<file path="config.mk">
export PLATFORM = sky130hd
export DESIGN_NAME = instruction_encoder_flat
export DESIGN_NICKNAME = d
export VERILOG_FILES = /design/src/rtl/instruction_encoder_pkg.sv /design/src/rtl/instruction_encoder_if.sv /design/src/rtl/instruction_encoder_field_enc.sv /design/src/rtl/instruction_encoder.sv /design/src/flat_wrapper.sv
export SDC_FILE = /design/constraint.sdc
export NUM_CORES = 1
export LEC_CHECK = 0
export ABC_AREA = 1
export CAP_MARGIN = 0
export CELL_PAD_IN_SITES_DETAIL_PLACEMENT = 0
export CELL_PAD_IN_SITES_GLOBAL_PLACEMENT = 1
export CORE_UTILIZATION = 33
export CTS_CLUSTER_DIAMETER = 100
export CTS_CLUSTER_SIZE = 14
export DETAILED_ROUTE_END_ITERATION = 16
export GPL_TIMING_DRIVEN = 1
export PLACE_DENSITY_LB_ADDON = 0.25
export SLEW_MARGIN = 20
export SYNTH_ARGS = -nofsm -noshare
export SYNTH_HDL_FRONTEND = slang
export SYNTH_SLANG_ARGS = --single-unit
</file>
<file path="constraint.sdc">
create_clock -name clk -period 3.6 [get_ports clk]
set_input_delay 0.72 -clock clk [delete_from_list [all_inputs] [get_ports clk]]
set_output_delay 0.72 -clock clk [all_outputs]
set_load 0.005 [all_outputs]
</file>
<file path="src/rtl/instruction_encoder_pkg.sv">
// RV32I constants shared between the control decoder and the instruction encoder:
// request formats, decoder ALU codes, major opcodes and the canonical NOP.
package instruction_encoder_pkg;

  typedef enum logic [3:0] {
    FMT_R, FMT_I, FMT_LOAD, FMT_STORE, FMT_BRANCH, FMT_LUI, FMT_AUIPC, FMT_JAL, FMT_JALR
  } fmt_e;

  localparam logic [3:0] ALU_ADD  = 4'd0;
  localparam logic [3:0] ALU_SUB  = 4'd1;
  localparam logic [3:0] ALU_AND  = 4'd2;
  localparam logic [3:0] ALU_OR   = 4'd3;
  localparam logic [3:0] ALU_XOR  = 4'd4;
  localparam logic [3:0] ALU_SLL  = 4'd5;
  localparam logic [3:0] ALU_SRL  = 4'd6;
  localparam logic [3:0] ALU_SRA  = 4'd7;
  localparam logic [3:0] ALU_SLT  = 4'd8;
  localparam logic [3:0] ALU_SLTU = 4'd9;

  localparam logic [6:0] OPC_OP     = 7'b0110011;
  localparam logic [6:0] OPC_OP_IMM = 7'b0010011;
  localparam logic [6:0] OPC_LOAD   = 7'b0000011;
  localparam logic [6:0] OPC_STORE  = 7'b0100011;
  localparam logic [6:0] OPC_BRANCH = 7'b1100011;
  localparam logic [6:0] OPC_LUI    = 7'b0110111;
  localparam logic [6:0] OPC_AUIPC  = 7'b0010111;
  localparam logic [6:0] OPC_JAL    = 7'b1101111;
  localparam logic [6:0] OPC_JALR   = 7'b1100111;

  localparam logic [31:0] NOP_WORD = 32'h0000_0013;

  function automatic logic [2:0] alu_funct3(input logic [3:0] op);
    case (op)
      ALU_ADD, ALU_SUB: return 3'b000;
      ALU_SLL:          return 3'b001;
      ALU_SLT:          return 3'b010;
      ALU_SLTU:         return 3'b011;
      ALU_XOR:          return 3'b100;
      ALU_SRL, ALU_SRA: return 3'b101;
      ALU_OR:           return 3'b110;
      ALU_AND:          return 3'b111;
      default:          return 3'b000;
    endcase
  endfunction

endpackage

</file>
<file path="src/rtl/instruction_encoder_if.sv">
// Request (valid/ready) and IMEM write bus of the instruction encoder.
// master = loader/memory side, slave = encoder side.
interface instruction_encoder_if #(
  parameter int ADDR_W = 10
) ();
  logic              req_valid;
  logic              req_ready;
  logic [3:0]        req_fmt;
  logic [3:0]        req_alu_op;
  logic [2:0]        req_funct3;
  logic [4:0]        req_rd;
  logic [4:0]        req_rs1;
  logic [4:0]        req_rs2;
  logic [31:0]       req_imm;
  logic              req_last;
  logic              mem_we;
  logic              mem_ready;
  logic [ADDR_W-1:0] mem_addr;
  logic [31:0]       mem_wdata;

  modport master (
    output req_valid, req_fmt, req_alu_op, req_funct3, req_rd, req_rs1, req_rs2,
           req_imm, req_last, mem_ready,
    input  req_ready, mem_we, mem_addr, mem_wdata
  );

  modport slave (
    input  req_valid, req_fmt, req_alu_op, req_funct3, req_rd, req_rs1, req_rs2,
           req_imm, req_last, mem_ready,
    output req_ready, mem_we, mem_addr, mem_wdata
  );
endinterface

</file>
<file path="src/rtl/instruction_encoder_field_enc.sv">
// Combinational RV32I field packer: request fields -> {word, illegal, imm_bad}.
// ENC_RANGE_CHECK_EN enables immediate range checking; otherwise imm_bad is tied low.
module instruction_encoder_field_enc
  import instruction_encoder_pkg::*;
(
  input  logic [3:0]  fmt,
  input  logic [3:0]  alu_op,
  input  logic [2:0]  funct3,
  input  logic [4:0]  rd,
  input  logic [4:0]  rs1,
  input  logic [4:0]  rs2,
  input  logic [31:0] imm,
  output logic [31:0] word,
  output logic        illegal,
  output logic        imm_bad
);

  logic [31:0] enc;
  logic        is_shift;
  logic [2:0]  f3_alu;
  logic [6:0]  f7_alu;

  always_comb begin
    is_shift = (alu_op == ALU_SLL) || (alu_op == ALU_SRL) || (alu_op == ALU_SRA);
    f3_alu   = alu_funct3(alu_op);
    f7_alu   = ((alu_op == ALU_SUB) || (alu_op == ALU_SRA)) ? 7'h20 : 7'h00;
    enc      = NOP_WORD;
    illegal  = 1'b0;
    case (fmt)
      FMT_R: begin
        illegal = alu_op > ALU_SLTU;
        enc     = {f7_alu, rs2, rs1, f3_alu, rd, OPC_OP};
      end
      FMT_I: begin
        illegal = (alu_op > ALU_SLTU) || (alu_op == ALU_SUB);
        enc     = is_shift ? {f7_alu, imm[4:0], rs1, f3_alu, rd, OPC_OP_IMM}
                           : {imm[11:0], rs1, f3_alu, rd, OPC_OP_IMM};
      end
      FMT_LOAD:   enc = {imm[11:0], rs1, funct3, rd, OPC_LOAD};
      FMT_STORE:  enc = {imm[11:5], rs2, rs1, funct3, imm[4:0], OPC_STORE};
      FMT_BRANCH: enc = {imm[12], imm[10:5], rs2, rs1, funct3, imm[4:1], imm[11], OPC_BRANCH};
      FMT_LUI:    enc = {imm[31:12], rd, OPC_LUI};
      FMT_AUIPC:  enc = {imm[31:12], rd, OPC_AUIPC};
      FMT_JAL:    enc = {imm[20], imm[10:1], imm[11], imm[19:12], rd, OPC_JAL};
      FMT_JALR:   enc = {imm[11:0], rs1, 3'b000, rd, OPC_JALR};
      default:    illegal = 1'b1;
    endcase
    word = illegal ? NOP_WORD : enc;
  end

`ifdef ENC_RANGE_CHECK_EN
  logic s12_ok, s13_ok, s21_ok, range_bad;

  // An N-bit signed value fits when every bit from N-1 upward equals the sign.
  always_comb begin
    s12_ok = (&imm[31:11]) || !(|imm[31:11]);
    s13_ok = (&imm[31:12]) || !(|imm[31:12]);
    s21_ok = (&imm[31:20]) || !(|imm[31:20]);
    case (fmt)
      FMT_I:                         range_bad = is_shift ? (|imm[31:5]) : !s12_ok;
      FMT_LOAD, FMT_STORE, FMT_JALR: range_bad = !s12_ok;
      FMT_BRANCH:                    range_bad = !s13_ok || imm[0];
      FMT_LUI, FMT_AUIPC:            range_bad = |imm[11:0];
      FMT_JAL:                       range_bad = !s21_ok || imm[0];
      default:                       range_bad = 1'b0;
    endcase
    imm_bad = range_bad && !illegal;
  end
`else
  assign imm_bad = 1'b0;
`endif

endmodule

</file>
<file path="src/rtl/instruction_encoder.sv">
// Session controller: accepts field requests, encodes them and writes words to IMEM
// through a single output register. Build option: ENC_RANGE_CHECK_EN (err[2]).
module instruction_encoder
  import instruction_encoder_pkg::*;
#(
  parameter int ADDR_W    = 10,
  parameter int MAX_WORDS = 1024
) (
  input  logic              clk,
  input  logic              rst,
  input  logic              start,
  input  logic [ADDR_W-1:0] base_addr,
  instruction_encoder_if.slave bus,
  output logic [ADDR_W:0]   count,
  output logic              busy,
  output logic              done,
  output logic [2:0]        err
);

  localparam int CNT_W = ADDR_W + 1;
  localparam logic [ADDR_W:0] LAST_SLOT = CNT_W'(MAX_WORDS - 1);

  typedef enum logic [1:0] {S_IDLE, S_RUN, S_DRAIN, S_DONE} state_e;

  state_e            state, state_nx;
  logic [ADDR_W-1:0] addr;
  logic              mem_we_q;
  logic [31:0]       wdata_q;
  logic [31:0]       enc_word;
  logic              enc_illegal, enc_imm_bad;
  logic              ready, accept, wr_done, overflow, finish, open_session;
  logic [ADDR_W:0]   used;

  instruction_encoder_field_enc u_field_enc (
    .fmt     (bus.req_fmt),
    .alu_op  (bus.req_alu_op),
    .funct3  (bus.req_funct3),
    .rd      (bus.req_rd),
    .rs1     (bus.req_rs1),
    .rs2     (bus.req_rs2),
    .imm     (bus.req_imm),
    .word    (enc_word),
    .illegal (enc_illegal),
    .imm_bad (enc_imm_bad)
  );

  // A word still sitting in the output register already occupies a session slot.
  always_comb begin
    ready        = (state == S_RUN) && (!mem_we_q || bus.mem_ready);
    accept       = bus.req_valid && ready;
    wr_done      = mem_we_q && bus.mem_ready;
    used         = count + CNT_W'(mem_we_q);
    overflow     = accept && !bus.req_last && (used == LAST_SLOT);
    finish       = accept && (bus.req_last || overflow);
    open_session = start && ((state == S_IDLE) || (state == S_DONE));
  end

  always_ff @(posedge clk or posedge rst) begin
    if (rst) state <= S_IDLE;
    else     state <= state_nx;
  end

  always_comb begin
    state_nx = state;
    case (state)
      S_IDLE, S_DONE: if (start)   state_nx = S_RUN;
      S_RUN:          if (finish)  state_nx = S_DRAIN;
      S_DRAIN:        if (wr_done) state_nx = S_DONE;
      default:                     state_nx = S_IDLE;
    endcase
  end

  always_ff @(posedge clk or posedge rst) begin
    if (rst) begin
      addr     <= '0;
      count    <= '0;
      err      <= '0;
      mem_we_q <= 1'b0;
      wdata_q  <= '0;
    end else begin
      if (open_session) begin
        addr  <= base_addr;
        count <= '0;
        err   <= '0;
      end else begin
        if (wr_done) begin
          addr  <= addr + ADDR_W'(1);
          count <= count + CNT_W'(1);
        end
        if (accept) err <= err | {enc_imm_bad, overflow, enc_illegal};
      end
      if (accept) begin
        mem_we_q <= 1'b1;
        wdata_q  <= enc_word;
      end else if (wr_done) begin
        mem_we_q <= 1'b0;
      end
    end
  end

  assign bus.req_ready = ready;
  assign bus.mem_we    = mem_we_q;
  assign bus.mem_addr  = addr;
  assign bus.mem_wdata = wdata_q;
  assign busy          = (state == S_RUN) || (state == S_DRAIN);
  assign done          = (state == S_DONE);

endmodule

</file>
<file path="src/flat_wrapper.sv">
// flat-port wrapper written by rule: the top's interface ports become plain ports
module instruction_encoder_flat import instruction_encoder_pkg::*;
#(
  parameter int ADDR_W    = 10,
  parameter int MAX_WORDS = 1024
)
  (clk, rst, start, base_addr, count, busy, done, err, bus_req_valid, bus_req_fmt, bus_req_alu_op, bus_req_funct3, bus_req_rd, bus_req_rs1, bus_req_rs2, bus_req_imm, bus_req_last, bus_mem_ready, bus_req_ready, bus_mem_we, bus_mem_addr, bus_mem_wdata);
  instruction_encoder_if #(.ADDR_W(ADDR_W)) bus_i ();
  input  logic clk;
  input  logic rst;
  input  logic start;
  input  logic [ADDR_W-1:0] base_addr;
  output logic [ADDR_W:0] count;
  output logic busy;
  output logic done;
  output logic [2:0] err;
  input wire logic [$bits(bus_i.req_valid)-1:0] bus_req_valid;
  input wire logic [$bits(bus_i.req_fmt)-1:0] bus_req_fmt;
  input wire logic [$bits(bus_i.req_alu_op)-1:0] bus_req_alu_op;
  input wire logic [$bits(bus_i.req_funct3)-1:0] bus_req_funct3;
  input wire logic [$bits(bus_i.req_rd)-1:0] bus_req_rd;
  input wire logic [$bits(bus_i.req_rs1)-1:0] bus_req_rs1;
  input wire logic [$bits(bus_i.req_rs2)-1:0] bus_req_rs2;
  input wire logic [$bits(bus_i.req_imm)-1:0] bus_req_imm;
  input wire logic [$bits(bus_i.req_last)-1:0] bus_req_last;
  input wire logic [$bits(bus_i.mem_ready)-1:0] bus_mem_ready;
  output wire logic [$bits(bus_i.req_ready)-1:0] bus_req_ready;
  output wire logic [$bits(bus_i.mem_we)-1:0] bus_mem_we;
  output wire logic [$bits(bus_i.mem_addr)-1:0] bus_mem_addr;
  output wire logic [$bits(bus_i.mem_wdata)-1:0] bus_mem_wdata;
  assign bus_i.req_valid = bus_req_valid;
  assign bus_i.req_fmt = bus_req_fmt;
  assign bus_i.req_alu_op = bus_req_alu_op;
  assign bus_i.req_funct3 = bus_req_funct3;
  assign bus_i.req_rd = bus_req_rd;
  assign bus_i.req_rs1 = bus_req_rs1;
  assign bus_i.req_rs2 = bus_req_rs2;
  assign bus_i.req_imm = bus_req_imm;
  assign bus_i.req_last = bus_req_last;
  assign bus_i.mem_ready = bus_mem_ready;
  assign bus_req_ready = bus_i.req_ready;
  assign bus_mem_we = bus_i.mem_we;
  assign bus_mem_addr = bus_i.mem_addr;
  assign bus_mem_wdata = bus_i.mem_wdata;
  instruction_encoder #(.ADDR_W(ADDR_W), .MAX_WORDS(MAX_WORDS)) u_core (.clk(clk), .rst(rst), .start(start), .base_addr(base_addr), .bus(bus_i), .count(count), .busy(busy), .done(done), .err(err));
endmodule
</file>
==> impl_metrics.tcl, run 1 <==
set metrics [dict create \
    outcome "complete, no violations" \
    clock_skew_ps 9.395 \
    wl_mm 10.01 \
    cp.arrival_ps 2030 \
    ctsHoldBuffers 0 \
    avgSynthCellArea_sq_um 7.145 \
    yosysTopAreaCell "dfrtp_1" \
    wl_per_cell_um 13.28 \
    ys_types 40 \
    ys_top_cells_by_count "nand2_1 (177), inv_1 (58), dfrtp_1 (57)" \
    syn_nets 565 \
    antenna_cells 0 \
    synthTopCellsByArea "dfrtp_1 (41%), nand2_1 (19%), inv_1 (6.3%), nor2_1 (4.5%), o21ai_0 (3.9%)" \
    ir_drop_uv 254.4 \
    gp_congestion 0.8756 \
    grt_pass1_vias 3340 \
    cp-start-kind "primary input" \
    final_hold_viol_count 0 \
    crit_path_max_fanout 3 \
    max_slew_margin 0.4309 \
    clockRootBuffer "clkbuf_8" \
    die_h_um 104.3 \
    maxSlewViolCount 0 \
    grt-ovfl-total 0 \
    dpl.hpwl_mm 7.628 \
    grt_pass1_wl_mm 16.51 \
    cts_tree "yes" \
    htreeDepth 3 \
    area_growth_syn_to_layout_pct 46.95 \
    grt_max_degree 47 \
    cts_buffer_depth 2 \
    drive_above_1_share 0.05797 \
    clock_latency_ps 330 \
    grt_antenna_before_repair 0 \
    cp.required_ps 2880 \
    crit_path_end_kind "output port" \
    cts_made_buffers 9 \
    final_cell_area_sq_um 5071 \
    initial_utilization 0.3467 \
    pin_count 134 \
    critPathKind "primary input to output port" \
    drc 0 \
    post-route-min-period_ps 2747 \
    synth_edf_count 0 \
    vias 3514 \
    rows 36 \
    synth_flop_cell "dfrtp_1" \
    ctsResizeCount 0 \
    min_delay_path_depth 2 \
    via_per_inst 4.660 \
    tns_ps 0 \
    power_w 0.002905 \
    coreArea_sq_um 9955 \
    worstMarginPinSlew_ps 852.7 \
    worst_r2r_path_depth 8 \
    fin_crit_sh 0.7630 \
    hp-class "register to register" \
    syn-cell-area_sq_um 3451 \
    cts_setup_buffers 0 \
    syn_inst 483 \
    synth_most_common_cell "nand2_1" \
    grt_usage 0.1891 \
    die-area_sq_um 10870 \
    placed_area_sq_um 4890 \
    pre_cts_ws_ps 852.6 \
    synth_seq_cells 57 \
    p_per_area_nw_per_um2 572.9 \
    yosysWarningCount 0 \
    rsz0062_at_grt "no" \
    async_reset_ff_frac 1.000 \
    first_pass_iters 4 \
    leakage_nw 2.387 \
    fmax_mhz 364.1 \
    drtIter0Drc 140 \
    maxCapViolCount 0 \
    clock-sinks 57 \
    die_x_um 104.3 \
    finalSetupViolCount 0 \
    nets 699 \
    fin_ws_ps 853.2 \
    synth_top_area_frac 0.4133 \
    seq_area_frac_synth 0.4133 \
    path_clk_slew_ps 60 \
    portBuffers 132 \
    antenna_left 0 \
]
==> layout by cell type (no fill, tap or decap), drive strengths merged, types with 5 or more instances in the layout <==
cell / n
nor2: 47
dfrtp: 57
clkbuf: 12
nand4: 5
clkdlybuf4s50: 132
ha: 8
clkinv: 5
nand2: 180
a22o: 5
a21oi: 22
nand3: 26
o211ai: 6
inv: 58
o21ai: 30
==> layer usage <==
metal  wire length [um]  track usage  up-vias  share of wire
li1                   -            -     1811              -
met3                565      0.03822       12          0.056
met4                142      0.05918        0          0.014
met2               4839       0.3188      120           0.48
met1               4465       0.2417     1571           0.45
met5                  0            0        -              0
==> worst paths after layout <==
check / start / endpoint / slack [ps]
max: bus_mem_ready / bus_req_ready / 850
min reg2reg: u_core.bus.mem_wdata[26] / u_core.bus.mem_wdata[26] / 480
max reg2reg: u_core.state[0] / u_core.bus.mem_addr[5] / 1390
min in group asynchronous: rst / u_core.bus.mem_wdata[10] / 860
min: u_core.bus.mem_wdata[26] / u_core.bus.mem_wdata[26] / 480
max in group asynchronous: rst / u_core.bus.mem_wdata[6] / 2060
==> cell families (layout without fill, tap and decap cells) <==
kind of cell	count (synthesis)	in the layout	share of synthesized area
compound gates	74	74	0.1345
xor+xnor	6	6	0.01523
fa+ha+maj	8	8	0.02901
buf+inv	73	211	0.08810
flops	57	57	0.4133
other cells	1	1	0.001087
simple gates	264	264	0.3187
==> report_power, final <==
group	switching [W]	internal (W)	total [W]
Clock	0.000261	0.000299	0.000560
Combinational	0.000578	0.000708	0.00129
Sequential	0.000193	0.000866	0.00106
==> worst max-delay path, cell delays in order <==
cell and delay [ps]:
clkdlybuf4s50_1 500, inv_1 60, nand2_1 80, nand2_1 90
inv_1 80, clkdlybuf4s50_1 500
==> registers in the layout, summed over array words and instances (netlist names) <==
register,count
u_core.bus.mem_addr,10
u_core.state,2
u_core.bus.mem_wdata,31
u_core.bus.mem_we,1
u_core.err,2
u_core.count,11
==> per-stage QoR <==
step / instances / hold WS, ps / util
floorplan: 483 / 465.4 / -
global placement: 739 / 462.6 / 0.4912
detailed placement: 739 / 463.7 / 0.4912
CTS: 754 / 482.2 / 0.5093
global route: 754 / 497.5 / 0.5094
finish: 754 / 477.0 / 0.5094
==> area by class of cell <==
| cell class | instances | area (sq um) |
|---|---|---|
| clock buffers | 12 | 165.2 |
| clock inverters | 3 | 15.01 |
| fillers | 965 | 4883 |
| inverters | 60 | 226.5 |
| multi-input cells | 353 | 1720 |
| flip-flops and latches | 57 | 1426 |
| well taps | 133 | 166.4 |
| repair buffers | 136 | 1351 |
Power figures use the tool's default switching activity.
==> inputs of run 2 (changes only) <==
CORE_UTILIZATION = 28   (was 33)
clock period = 2.21 ns   (was 3.6 ns; I/O delays follow)
==> run 2 against run 1 <==
  * Cell area grew 5.3%
  * Die area increased by 18%
  * Via count is 3.4% higher
  * Sequential share of layout area is 1.4 points lower
  * Clock power grew 140%
  * Wire length is 3.0% higher
  * Flip-flop and latch count is the same
  * Worst setup slack worse by 700 ps
  * Largest cell class unchanged
==> impl_metrics.tcl, run 2 (synthesis results as in run 1) <==
set metrics [dict create \
    fillers 1236 \
    rsz0062_at_grt "no" \
    crit_path_end_kind "output port" \
    r2r-end "u_core.state[1]" \
    vias 3632 \
    nets 713 \
    cp_common_cell "inv_1" \
    cts_buffer_depth 2 \
    clkPwrFrac 0.258 \
    holdWs_ps 438.0 \
    cp_cell_sequence "inv_1, ha_1, nand2_2, inv_1, clkdlybuf4s50_1" \
    slowest_stage "clkdlybuf4s50_1" \
    max_stage_delay_ps 490 \
    drive_above_1_share 0.08333 \
    dpl.hpwl_mm 8.003 \
    initial_utilization 0.2873 \
    post-route-min-period_ps 2057 \
    grt-ovfl-total 0 \
    holdPathEnd "u_core.bus.mem_we" \
    cts_setup_buffers 0 \
    path_clk_slew_ps 50 \
    cp.required_ps 1770 \
    area_growth_syn_to_layout_pct 54.79 \
    cp.arrival_ps 1620 \
    tns_ps 0 \
    final_cell_mix "nand2_1 (175), clkdlybuf4s50_1 (130), dfrtp_1 (57)" \
    leakage_nw 2.531 \
    regToRegStartpoint "u_core.bus.mem_we" \
    htreeDepth 3 \
    mostFrequentLayoutCell "nand2_1" \
    p_per_area_nw_per_um2 983.9 \
    clock_latency_ps 330 \
    ir_drop_uv 317.2 \
    maxSlewViolCount 0 \
    min_delay_path_depth 4 \
    wl_per_cell_um 13.17 \
    grt_antenna_before_repair 0 \
    clock-sinks 57 \
    placed_cells 767 \
    power_frac_comb 0.413 \
    rows 40 \
    die-area_sq_um 12770 \
    cts_tree "yes" \
    ctsHoldBuffers 0 \
    die_x_um 113.0 \
    drc 0 \
    rrSetupSlack_ps 290 \
    final_hold_viol_count 0 \
    finalSetupViolCount 0 \
    cts_made_buffers 9 \
    via_per_inst 4.639 \
    maxCapViolCount 0 \
    outcome "complete, no violations" \
    ctsResizeCount 0 \
    fin_crit_sh 0.9310 \
    intPower_w 0.003498 \
    grt_pass1_wl_mm 17.30 \
    antenna_left 0 \
    power_w 0.005255 \
    first_pass_iters 4 \
    cp-start-kind "register" \
    die_h_um 113.0 \
    final_cells 783 \
    grt_pass1_vias 3634 \
    switchingPower_w 0.001758 \
    largest_reg_flops 31 \
    gp_congestion 0.8622 \
    antenna_cells 0 \
    critPathKind "register to output port" \
    p_seq_frac 0.330 \
    wl_mm 10.31 \
    clockRootBuffer "clkbuf_16" \
    drtIter0Drc 149 \
    fin_ws_ps 152.5 \
    pin_count 134 \
    hp-class "primary input to register" \
    pre_cts_ws_ps -2.695 \
    coreArea_sq_um 12010 \
    portBuffers 132 \
    crit_path_max_fanout 4 \
    hp-start "bus_mem_ready" \
    grt_max_degree 58 \
    worst_r2r_path_depth 13 \
    switching_share 0.3345 \
    grt_usage 0.1725 \
    clock_skew_ps 2.723 \
    fmax_mhz 486.0 \
]
-- run 2: cell count changes in the layout (fill, tap and decap cells not counted), sizes merged --
cell,change
buf,+14
clkbuf,+2
clkdlybuf4s50,-2
clkinv,-2
dlymetal6s2s,+2
inv,+1
-- run 2: cell type report --
type | count | area, sq um | share of cell area
Clock buffer | 14 | 284.0 | 0.05317
Clock inverter | 2 | 10.01 | 0.001874
Inverter | 60 | 225.2 | 0.04216
Multi-Input combinational cell | 353 | 1725 | 0.3230
Sequential cell | 57 | 1426 | 0.2670
Tap cell | 147 | 183.9 | 0.03443
Timing Repair Buffer | 150 | 1486 | 0.2783
-- run 2: layer usage --
layer  wire length [um]  GRT usage  vias up
li1                   -          -     1843
met1               4600     0.2106     1638
met2               4794     0.2822      129
met3                691    0.05356       22
met4                224    0.07105        0
met5                  0          0        -
-- run 2: how the worst max path moves through the flow --
stage,from,endpoint,slack (ps),cells past startpoint
4_1_cts,u_core.state[0],busy,20,4
5_1_grt,u_core.state[1],bus_req_ready,70,5
2_1_floorplan,rst,u_core.bus.mem_addr[0],370,1
3_5_place_dp,bus_mem_ready,u_core.bus.mem_wdata[5],-3,10
6_report,u_core.state[1],bus_req_ready,150,5
3_3_place_gp,bus_mem_ready,bus_req_ready,20,6
-- run 2: power by group through the flow --
stage               Clock (W)  Sequential, W  Combinational, W
CTS                   0.00139        0.00173           0.00221
global placement            0        0.00174           0.00218
global route          0.00144        0.00180           0.00245
floorplan                   0        0.00171          0.000949
detailed placement          0        0.00174           0.00220
finish                0.00135        0.00173           0.00217
-- run 2: through the flow --
step / instance area, sq um / util
3_3_place_gp: 5037 / 0.4194
4_1_cts: 5331 / 0.4439
3_5_place_dp: 5037 / 0.4194
6_report: 5341 / 0.4447
5_1_grt: 5341 / 0.4447
2_1_floorplan: 3451 / -
-- run 2: critical path: cells and delay by family (launching register included) --
family | cells | cell delay [ps]
adder cells (fa/ha/maj) | 1 | 170
buffers and inverters | 3 | 620
flip-flops | 1 | 410
AND/OR/NAND/NOR | 1 | 80
